`config.mk`:
```
export PLATFORM = sky130hd
export DESIGN_NAME = biquad8_coeff_sequencer_flat
export DESIGN_NICKNAME = d
export VERILOG_FILES = /design/src/rtl/biquad8_seq_pkg.sv /design/src/rtl/biquad8_coeff_sequencer_if.sv /design/src/rtl/biquad8_coeff_sequencer.sv /design/src/flat_wrapper.sv
export SDC_FILE = /design/constraint.sdc
export NUM_CORES = 1
export LEC_CHECK = 0
export ABC_AREA = 1
export ABC_CLOCK_PERIOD_IN_PS = 1680
export CAP_MARGIN = 30
export CORE_UTILIZATION = 45
export DETAILED_ROUTE_END_ITERATION = 10
export DONT_BUFFER_PORTS = 1
export PLACE_DENSITY = 0.58
export SETUP_SLACK_MARGIN = 0.2
export SYNTH_ARGS = -nofsm -noshare
export SYNTH_HDL_FRONTEND = slang
export SYNTH_SLANG_ARGS = --single-unit
```
`constraint.sdc`:
```
create_clock -name wb_clk_i -period 1.68 [get_ports wb_clk_i]
set_input_delay 0.336 -clock wb_clk_i [delete_from_list [all_inputs] [get_ports wb_clk_i]]
set_output_delay 0.336 -clock wb_clk_i [all_outputs]
set_load 0.02 [all_outputs]
```
`src/rtl/biquad8_seq_pkg.sv`:
```
// Shared constants and types for the biquad coefficient sequencer:
// register offsets within a biquad window, FSM states and coefficient sections.
package biquad8_seq_pkg;

   localparam logic [6:0] OFF_UPDATE = 7'h00;
   localparam logic [6:0] OFF_FIR    = 7'h04;
   localparam logic [6:0] OFF_IIR    = 7'h08;
   localparam logic [6:0] OFF_INC    = 7'h0C;
   localparam logic [6:0] OFF_POLE0  = 7'h10;
   localparam logic [6:0] OFF_POLE1  = 7'h14;
   localparam logic [6:0] OFF_POLE2  = 7'h18;
   localparam logic [6:0] OFF_POLE3  = 7'h1C;

   typedef enum logic [2:0] {
      ST_IDLE,
      ST_FETCH,
      ST_LOAD,
      ST_WRITE,
      ST_UPDATE,
      ST_DONE
   } state_e;

   // Sections in the order they are streamed to the filter.
   typedef enum logic [2:0] {
      SEC_FIR,
      SEC_POLE0,
      SEC_POLE1,
      SEC_POLE2,
      SEC_POLE3,
      SEC_IIR,
      SEC_INC
   } section_e;

   function automatic logic [6:0] sec_offset(section_e s);
      case (s)
         SEC_FIR:   return OFF_FIR;
         SEC_POLE0: return OFF_POLE0;
         SEC_POLE1: return OFF_POLE1;
         SEC_POLE2: return OFF_POLE2;
         SEC_POLE3: return OFF_POLE3;
         SEC_IIR:   return OFF_IIR;
         default:   return OFF_INC;
      endcase
   endfunction

   function automatic section_e next_section(section_e s);
      case (s)
         SEC_FIR:   return SEC_POLE0;
         SEC_POLE0: return SEC_POLE1;
         SEC_POLE1: return SEC_POLE2;
         SEC_POLE2: return SEC_POLE3;
         SEC_POLE3: return SEC_IIR;
         default:   return SEC_INC;
      endcase
   endfunction

endpackage

```
`src/rtl/biquad8_coeff_sequencer_if.sv`:
```
// WISHBONE master bus used by the coefficient sequencer to write biquad registers.
interface biquad8_coeff_sequencer_if;

   logic        wb_cyc_o;
   logic        wb_stb_o;
   logic        wb_we_o;
   logic [10:0] wb_adr_o;
   logic [31:0] wb_dat_o;
   logic [3:0]  wb_sel_o;
   logic        wb_ack_i;
   logic        wb_err_i;

   modport master (
      output wb_cyc_o, wb_stb_o, wb_we_o, wb_adr_o, wb_dat_o, wb_sel_o,
      input  wb_ack_i, wb_err_i
   );

   modport slave (
      input  wb_cyc_o, wb_stb_o, wb_we_o, wb_adr_o, wb_dat_o, wb_sel_o,
      output wb_ack_i, wb_err_i
   );

endinterface

```
`src/rtl/biquad8_coeff_sequencer.sv`:
```
// Streams one biquad's coefficient set from a local RAM to its WISHBONE registers.
// Optional ack-wait timeout: define BIQUAD8_SEQ_TIMEOUT_EN.
module biquad8_coeff_sequencer
   import biquad8_seq_pkg::*;
#(
   parameter int N_FIR   = 4,
   parameter int N_POLE  = 8,
   parameter int N_IIR   = 7,
   parameter int N_INC   = 14,
   parameter int TIMEOUT = 255
) (
   input  logic        wb_clk_i,
   input  logic        wb_rst_ni,
   input  logic        start_i,
   input  logic [3:0]  target_i,
   input  logic        upd_en_i,
   output logic        busy_o,
   output logic        done_o,
   output logic        err_o,
   output logic [5:0]  coeff_adr_o,
   input  logic [17:0] coeff_dat_i,
   biquad8_coeff_sequencer_if.master wb
);

   localparam int TOTAL = N_FIR + 4 * N_POLE + N_IIR + N_INC;

   state_e     state;
   section_e   sec;
   logic [5:0] sec_cnt;
   logic [3:0] target_q;
   logic       upd_q;
   logic       timeout_hit;
   logic       bus_fail;
   logic       last_coeff;

   function automatic logic [5:0] sec_last(section_e s);
      case (s)
         SEC_FIR:   return 6'(N_FIR - 1);
         SEC_IIR:   return 6'(N_IIR - 1);
         SEC_INC:   return 6'(N_INC - 1);
         default:   return 6'(N_POLE - 1);
      endcase
   endfunction

`ifdef BIQUAD8_SEQ_TIMEOUT_EN
   localparam int TW = $clog2(TIMEOUT + 1);
   logic [TW-1:0] wait_cnt;

   always_ff @(posedge wb_clk_i or negedge wb_rst_ni) begin
      if (!wb_rst_ni) begin
         wait_cnt <= '0;
      end else if (!wb.wb_stb_o || wb.wb_ack_i || wb.wb_err_i) begin
         wait_cnt <= '0;
      end else begin
         wait_cnt <= wait_cnt + 1'b1;
      end
   end

   assign timeout_hit = wb.wb_stb_o && (wait_cnt == TW'(TIMEOUT - 1));
`else
   localparam int unused_timeout = TIMEOUT;
   assign timeout_hit = 1'b0;
`endif

   assign bus_fail   = wb.wb_err_i | timeout_hit;
   assign last_coeff = (coeff_adr_o == 6'(TOTAL - 1));

   // NOTE: every register here is state, so all assignments are non-blocking;
   // blocking ones would let later statements see same-cycle updates.
   always_ff @(posedge wb_clk_i or negedge wb_rst_ni) begin
      if (!wb_rst_ni) begin
         state       <= ST_IDLE;
         sec         <= SEC_FIR;
         sec_cnt     <= '0;
         target_q    <= '0;
         upd_q       <= 1'b0;
         busy_o      <= 1'b0;
         done_o      <= 1'b0;
         err_o       <= 1'b0;
         coeff_adr_o <= '0;
         wb.wb_cyc_o <= 1'b0;
         wb.wb_stb_o <= 1'b0;
         wb.wb_we_o  <= 1'b0;
         wb.wb_adr_o <= '0;
         wb.wb_dat_o <= '0;
         wb.wb_sel_o <= '0;
      end else begin
         case (state)
            ST_IDLE: begin
               if (start_i) begin
                  target_q    <= target_i;
                  upd_q       <= upd_en_i;
                  err_o       <= 1'b0;
                  busy_o      <= 1'b1;
                  coeff_adr_o <= '0;
                  sec         <= SEC_FIR;
                  sec_cnt     <= '0;
                  state       <= ST_FETCH;
               end
            end

            // RAM sees coeff_adr_o this cycle; its data is valid in LOAD.
            ST_FETCH: state <= ST_LOAD;

            ST_LOAD: begin
               wb.wb_adr_o <= {target_q, sec_offset(sec)};
               wb.wb_dat_o <= {14'b0, coeff_dat_i};
               wb.wb_sel_o <= 4'hF;
               wb.wb_we_o  <= 1'b1;
               wb.wb_cyc_o <= 1'b1;
               wb.wb_stb_o <= 1'b1;
               state       <= ST_WRITE;
            end

            ST_WRITE: begin
               if (bus_fail) begin
                  wb.wb_cyc_o <= 1'b0;
                  wb.wb_stb_o <= 1'b0;
                  wb.wb_we_o  <= 1'b0;
                  err_o       <= 1'b1;
                  busy_o      <= 1'b0;
                  done_o      <= 1'b1;
                  state       <= ST_DONE;
               end else if (wb.wb_ack_i) begin
                  wb.wb_cyc_o <= 1'b0;
                  wb.wb_stb_o <= 1'b0;
                  wb.wb_we_o  <= 1'b0;
                  if (!last_coeff) begin
                     coeff_adr_o <= coeff_adr_o + 6'd1;
                     if (sec_cnt == sec_last(sec)) begin
                        sec     <= next_section(sec);
                        sec_cnt <= '0;
                     end else begin
                        sec_cnt <= sec_cnt + 6'd1;
                     end
                     state <= ST_FETCH;
                  end else if (upd_q) begin
                     wb.wb_adr_o <= {target_q, OFF_UPDATE};
                     wb.wb_dat_o <= 32'h1;
                     state       <= ST_UPDATE;
                  end else begin
                     busy_o <= 1'b0;
                     done_o <= 1'b1;
                     state  <= ST_DONE;
                  end
               end
            end

            // First cycle strobe is low (previous write just closed), then strobe until ack.
            ST_UPDATE: begin
               if (!wb.wb_stb_o) begin
                  wb.wb_cyc_o <= 1'b1;
                  wb.wb_stb_o <= 1'b1;
                  wb.wb_we_o  <= 1'b1;
               end else if (bus_fail || wb.wb_ack_i) begin
                  wb.wb_cyc_o <= 1'b0;
                  wb.wb_stb_o <= 1'b0;
                  wb.wb_we_o  <= 1'b0;
                  err_o       <= bus_fail;
                  busy_o      <= 1'b0;
                  done_o      <= 1'b1;
                  state       <= ST_DONE;
               end
            end

            ST_DONE: begin
               done_o <= 1'b0;
               state  <= ST_IDLE;
            end

            default: state <= ST_IDLE;
         endcase
      end
   end

endmodule

```
`src/flat_wrapper.sv`:
```
// flat-port wrapper written by rule: the top's interface ports become plain ports
module biquad8_coeff_sequencer_flat import biquad8_seq_pkg::*;
#(
   parameter int N_FIR   = 4,
   parameter int N_POLE  = 8,
   parameter int N_IIR   = 7,
   parameter int N_INC   = 14,
   parameter int TIMEOUT = 255
)
  (wb_clk_i, wb_rst_ni, start_i, target_i, upd_en_i, busy_o, done_o, err_o, coeff_adr_o, coeff_dat_i, wb_wb_cyc_o, wb_wb_stb_o, wb_wb_we_o, wb_wb_adr_o, wb_wb_dat_o, wb_wb_sel_o, wb_wb_ack_i, wb_wb_err_i);
  biquad8_coeff_sequencer_if wb_i ();
  input  logic wb_clk_i;
  input  logic wb_rst_ni;
  input  logic start_i;
  input  logic [3:0] target_i;
  input  logic upd_en_i;
  output logic busy_o;
  output logic done_o;
  output logic err_o;
  output logic [5:0] coeff_adr_o;
  input  logic [17:0] coeff_dat_i;
  output wire logic [$bits(wb_i.wb_cyc_o)-1:0] wb_wb_cyc_o;
  output wire logic [$bits(wb_i.wb_stb_o)-1:0] wb_wb_stb_o;
  output wire logic [$bits(wb_i.wb_we_o)-1:0] wb_wb_we_o;
  output wire logic [$bits(wb_i.wb_adr_o)-1:0] wb_wb_adr_o;
  output wire logic [$bits(wb_i.wb_dat_o)-1:0] wb_wb_dat_o;
  output wire logic [$bits(wb_i.wb_sel_o)-1:0] wb_wb_sel_o;
  input wire logic [$bits(wb_i.wb_ack_i)-1:0] wb_wb_ack_i;
  input wire logic [$bits(wb_i.wb_err_i)-1:0] wb_wb_err_i;
  assign wb_wb_cyc_o = wb_i.wb_cyc_o;
  assign wb_wb_stb_o = wb_i.wb_stb_o;
  assign wb_wb_we_o = wb_i.wb_we_o;
  assign wb_wb_adr_o = wb_i.wb_adr_o;
  assign wb_wb_dat_o = wb_i.wb_dat_o;
  assign wb_wb_sel_o = wb_i.wb_sel_o;
  assign wb_i.wb_ack_i = wb_wb_ack_i;
  assign wb_i.wb_err_i = wb_wb_err_i;
  biquad8_coeff_sequencer #(.N_FIR(N_FIR), .N_POLE(N_POLE), .N_IIR(N_IIR), .N_INC(N_INC), .TIMEOUT(TIMEOUT)) u_core (.wb_clk_i(wb_clk_i), .wb_rst_ni(wb_rst_ni), .start_i(start_i), .target_i(target_i), .upd_en_i(upd_en_i), .busy_o(busy_o), .done_o(done_o), .err_o(err_o), .coeff_adr_o(coeff_adr_o), .coeff_dat_i(coeff_dat_i), .wb(wb_i));
endmodule
```
==> results.tsv <==
stage	metric	value	unit
synthesis	syn_inst	354	
run	max-cap-violations	0	
timing	period_share	98.55	%
route	first_iter_violations	155	
cts	cts-buffers-inserted	5	
layout	finalInstanceArea	3388	um2
pwr	leakage	1.747	nW
route	drc	0	
critical_path	regToRegSetupSlack	20	ps
critical_path	crit_fanout	8	
layout	final_nets	412	
synthesis	synth_edf_count	0	
layout	fillers	560	
synthesis	synth_area	2789	um2
cts	cts_buffer_depth	2	
critical_path	regToRegStartpoint	u_core.state[1]	
synthesis	synth.area.top_cells	dfrtp_1 (48%), nand2_1 (18%), buf_4 (7.0%)	
synthesis	yosysMostFrequentCell	nand2_1	
synthesis	synthSimpleGateAreaFrac	29.56	%
floorplanning	die_h	80.73	um
route	wl_per_cell	13.04	um
layout	diodes	0	
floorplanning	die_x	80.73	um
place	dpl.hpwl	4003	um
route	drt_first_pass_iters	5	
synthesis	synth_xor_area_share	2.198	%
synthesis	yosys-top-cells-count	nand2_1 (137), dfrtp_1 (54), inv_1 (28)	
synthesis	synth_area_per_cell	7.878	um2
synthesis	yosys.area.top_type	dfrtp_1	
floorplanning	num_rows	28	
synthesis	synth_top_family_by_area	simple AND/OR/NAND/NOR gates	
synthesis	synthMuxAreaShare	0	%
cts	cts.sink_count	54	
cts	clk_pin_slew_worst_paths	110	ps
critical_path	reg2regPathDepth	8	
timing	fin_skew	8.410	ps
synthesis	synth_warnings	0	
critical_path	crit_required	1930	ps
cts	cts_tree	built	
route	vias	2184	
min_path	hold_class	in -> async	
route	routed_wl	5958	um
floorplanning	boundaryPins	87	
place	port_buffers	0	
cts	clk_latency	310	ps
route	drt-vias-per-instance	4.779	
layout	final_cells	457	
outcome	failed_checks	hold timing	
synthesis	netlist.area_leader.share	48.45	%
critical_path	cp-end-kind	register	
global_route	grt-ovfl-total	0	
cts	cts-root-buf	clkbuf_8	
global_route	grt_pass1_vias	1948	
timing	slew_viol_final	0	
floorplanning	coreArea	5956	um2
layout	area_delta_synth_final	21.49	%
place	placedInstanceArea	2865	um2
layout	multi_input_area	1385	um2
timing	fmax	0.6040	GHz
global_route	grt_start_max_net_pins	55	
layout	drive_gt1_share	29.58	%
synthesis	ys_seq_area_share	48.45	%
global_route	antenna_found_initial	0	
synthesis	ys_seq_elements	54	
critical_path	cp.arrival	1900	ps
timing	holdWs	-297.6	ps
pwr	power_density	2029	nW/um2
global_route	grt_usage	17.96	%
layout	fin_util	56.89	%
timing	rsz0062_at_grt	true	
synthesis	synth_compound_area_share	6.012	%
route	ant_nets	0	
synthesis	async_reset_ff_share	100.0	%
layout	seq_area	1361	um2
timing	tns	0	ps
timing	period_needed	1656	ps
critical_path	worstSetupStartpointType	register	
place	gp_congestion	0.8393	
synthesis	ys.flop_type	dfrtp_1	
global_route	grt_pass1_wl	9052	um
floorplanning	initial_core_util	46.83	%
cts	h-tree-depth	2	
place	placedCellCount	432	
critical_path	worst_r2r_endpoint	u_core.wb.wb_adr_o[9]	
timing	hold_violations	54	
critical_path	critPathKind	reg -> reg	
synthesis	synthAdderAreaFrac	1.346	%
synthesis	ys_types	29	
outcome	status	finished, violations left	
timing	setup_violations	0	
pwr	ir_drop	0.8880	mV
floorplanning	die_area	6517	um2
-- routing by layer --
layer / global-route usage [%] / vias to the layer above / share of wire (%)
li1: - / 1109 / -
met1: 24.02 / 1006 / 46
met2: 28.39 / 59 / 47
met3: 4.659 / 10 / 5.0
met4: 5.536 / 0 / 1.9
met5: 0 / - / 0
-- report_power, final --
| part | switching, W | internal (W) |
|---|---|---|
| combinational | 0.00195 | 0.00152 |
| clock | 0.000467 | 0.000310 |
| sequential | 0.000840 | 0.00179 |
| total | 0.00325 | 0.00362 |
-- registers in the layout, indices dropped and copies added (netlist names), 3 cells and up --
register,cells
u_core.wb.wb_dat_o,18
u_core.wb.wb_adr_o,7
u_core.target_q,4
u_core.coeff_adr_o,6
u_core.sec_cnt,6
u_core.sec,3
u_core.state,3
-- what timing repair did --
action                     in CTS  in global routing
setup buffers                   4                 10
hold endpoints to repair       54                 54
setup endpoints to repair      41                 54
cloned                          0                  3
pin swaps                       0                 19
gates resized for setup         1                 89
-- kinds of logic after synthesis --
family,Yosys count
and+or+nand+nor,196
xor gates and xnor gates,7
AOI/OAI and AO/OA,31
other,1
DFF,54
buffers and inverters,62
adders and majority gates,3
-- stage by stage --
| stage | setup slack (ps) | total power, W |
|---|---|---|
| 6_report | 24.30 | 0.006875 |
| 5_1_grt | -52.45 | 0.007403 |
| 4_1_cts | 101.1 | 0.005745 |
| 3_5_place_dp | 93.84 | 0.004909 |
| 3_3_place_gp | 126.7 | 0.004847 |
| 2_1_floorplan | 130.1 | 0.004290 |
-- how the worst max path moves through the flow --
stage | start | end | slack, ps | depth (start not counted)
after floorplan | u_core.coeff_adr_o[0] | u_core.wb.wb_adr_o[2] | 130 | 10
after global placement | u_core.state[0] | u_core.coeff_adr_o[1] | 130 | 9
after detailed placement | u_core.coeff_adr_o[0] | u_core.wb.wb_adr_o[7] | 90 | 10
after CTS | u_core.coeff_adr_o[0] | u_core.wb.wb_adr_o[10] | 100 | 10
after global routing | u_core.coeff_adr_o[1] | u_core.wb.wb_dat_o[11] | -50 | 10
final | u_core.state[1] | u_core.wb.wb_adr_o[9] | 20 | 8
-- layout by cell type (no fill, tap or decap), types with 3 or more instances in the layout --
| cell | instances |
|---|---|
| inv_1 | 26 |
| o21ai_1 | 11 |
| buf_4 | 24 |
| dfrtp_2 | 8 |
| dfrtp_1 | 46 |
| o21ai_0 | 11 |
| nand4_1 | 5 |
| clkbuf_8 | 5 |
| buf_6 | 7 |
| nand3_1 | 17 |
| conb_1 | 18 |
| nand2_1 | 98 |
| nor2_1 | 19 |
| inv_2 | 4 |
| xor2_1 | 7 |
| nand2_4 | 11 |
| nor2_4 | 4 |
| nand2_2 | 30 |
| nor2_2 | 3 |
| nor3_1 | 4 |
-- final cells by class --
class	instances	share of cell area [%]
Tap cell	75	2.770
Clock buffer	5	2.031
Clock inverter	3	0.8493
Inverter	31	3.582
Sequential cell	54	40.18
Timing Repair Buffer	34	9.712
Multi-Input combinational cell	255	40.88
-- critical path, stage by stage (launching register included) --
cell and delay [ps]:
dfrtp_2 440, nand2_2 100, nor2_4 180, inv_2 60, buf_6 130, o211ai_4 320, clkbuf_16 240, nand2_1 50
o21ai_1 70
Power figures use the tool's default switching activity.
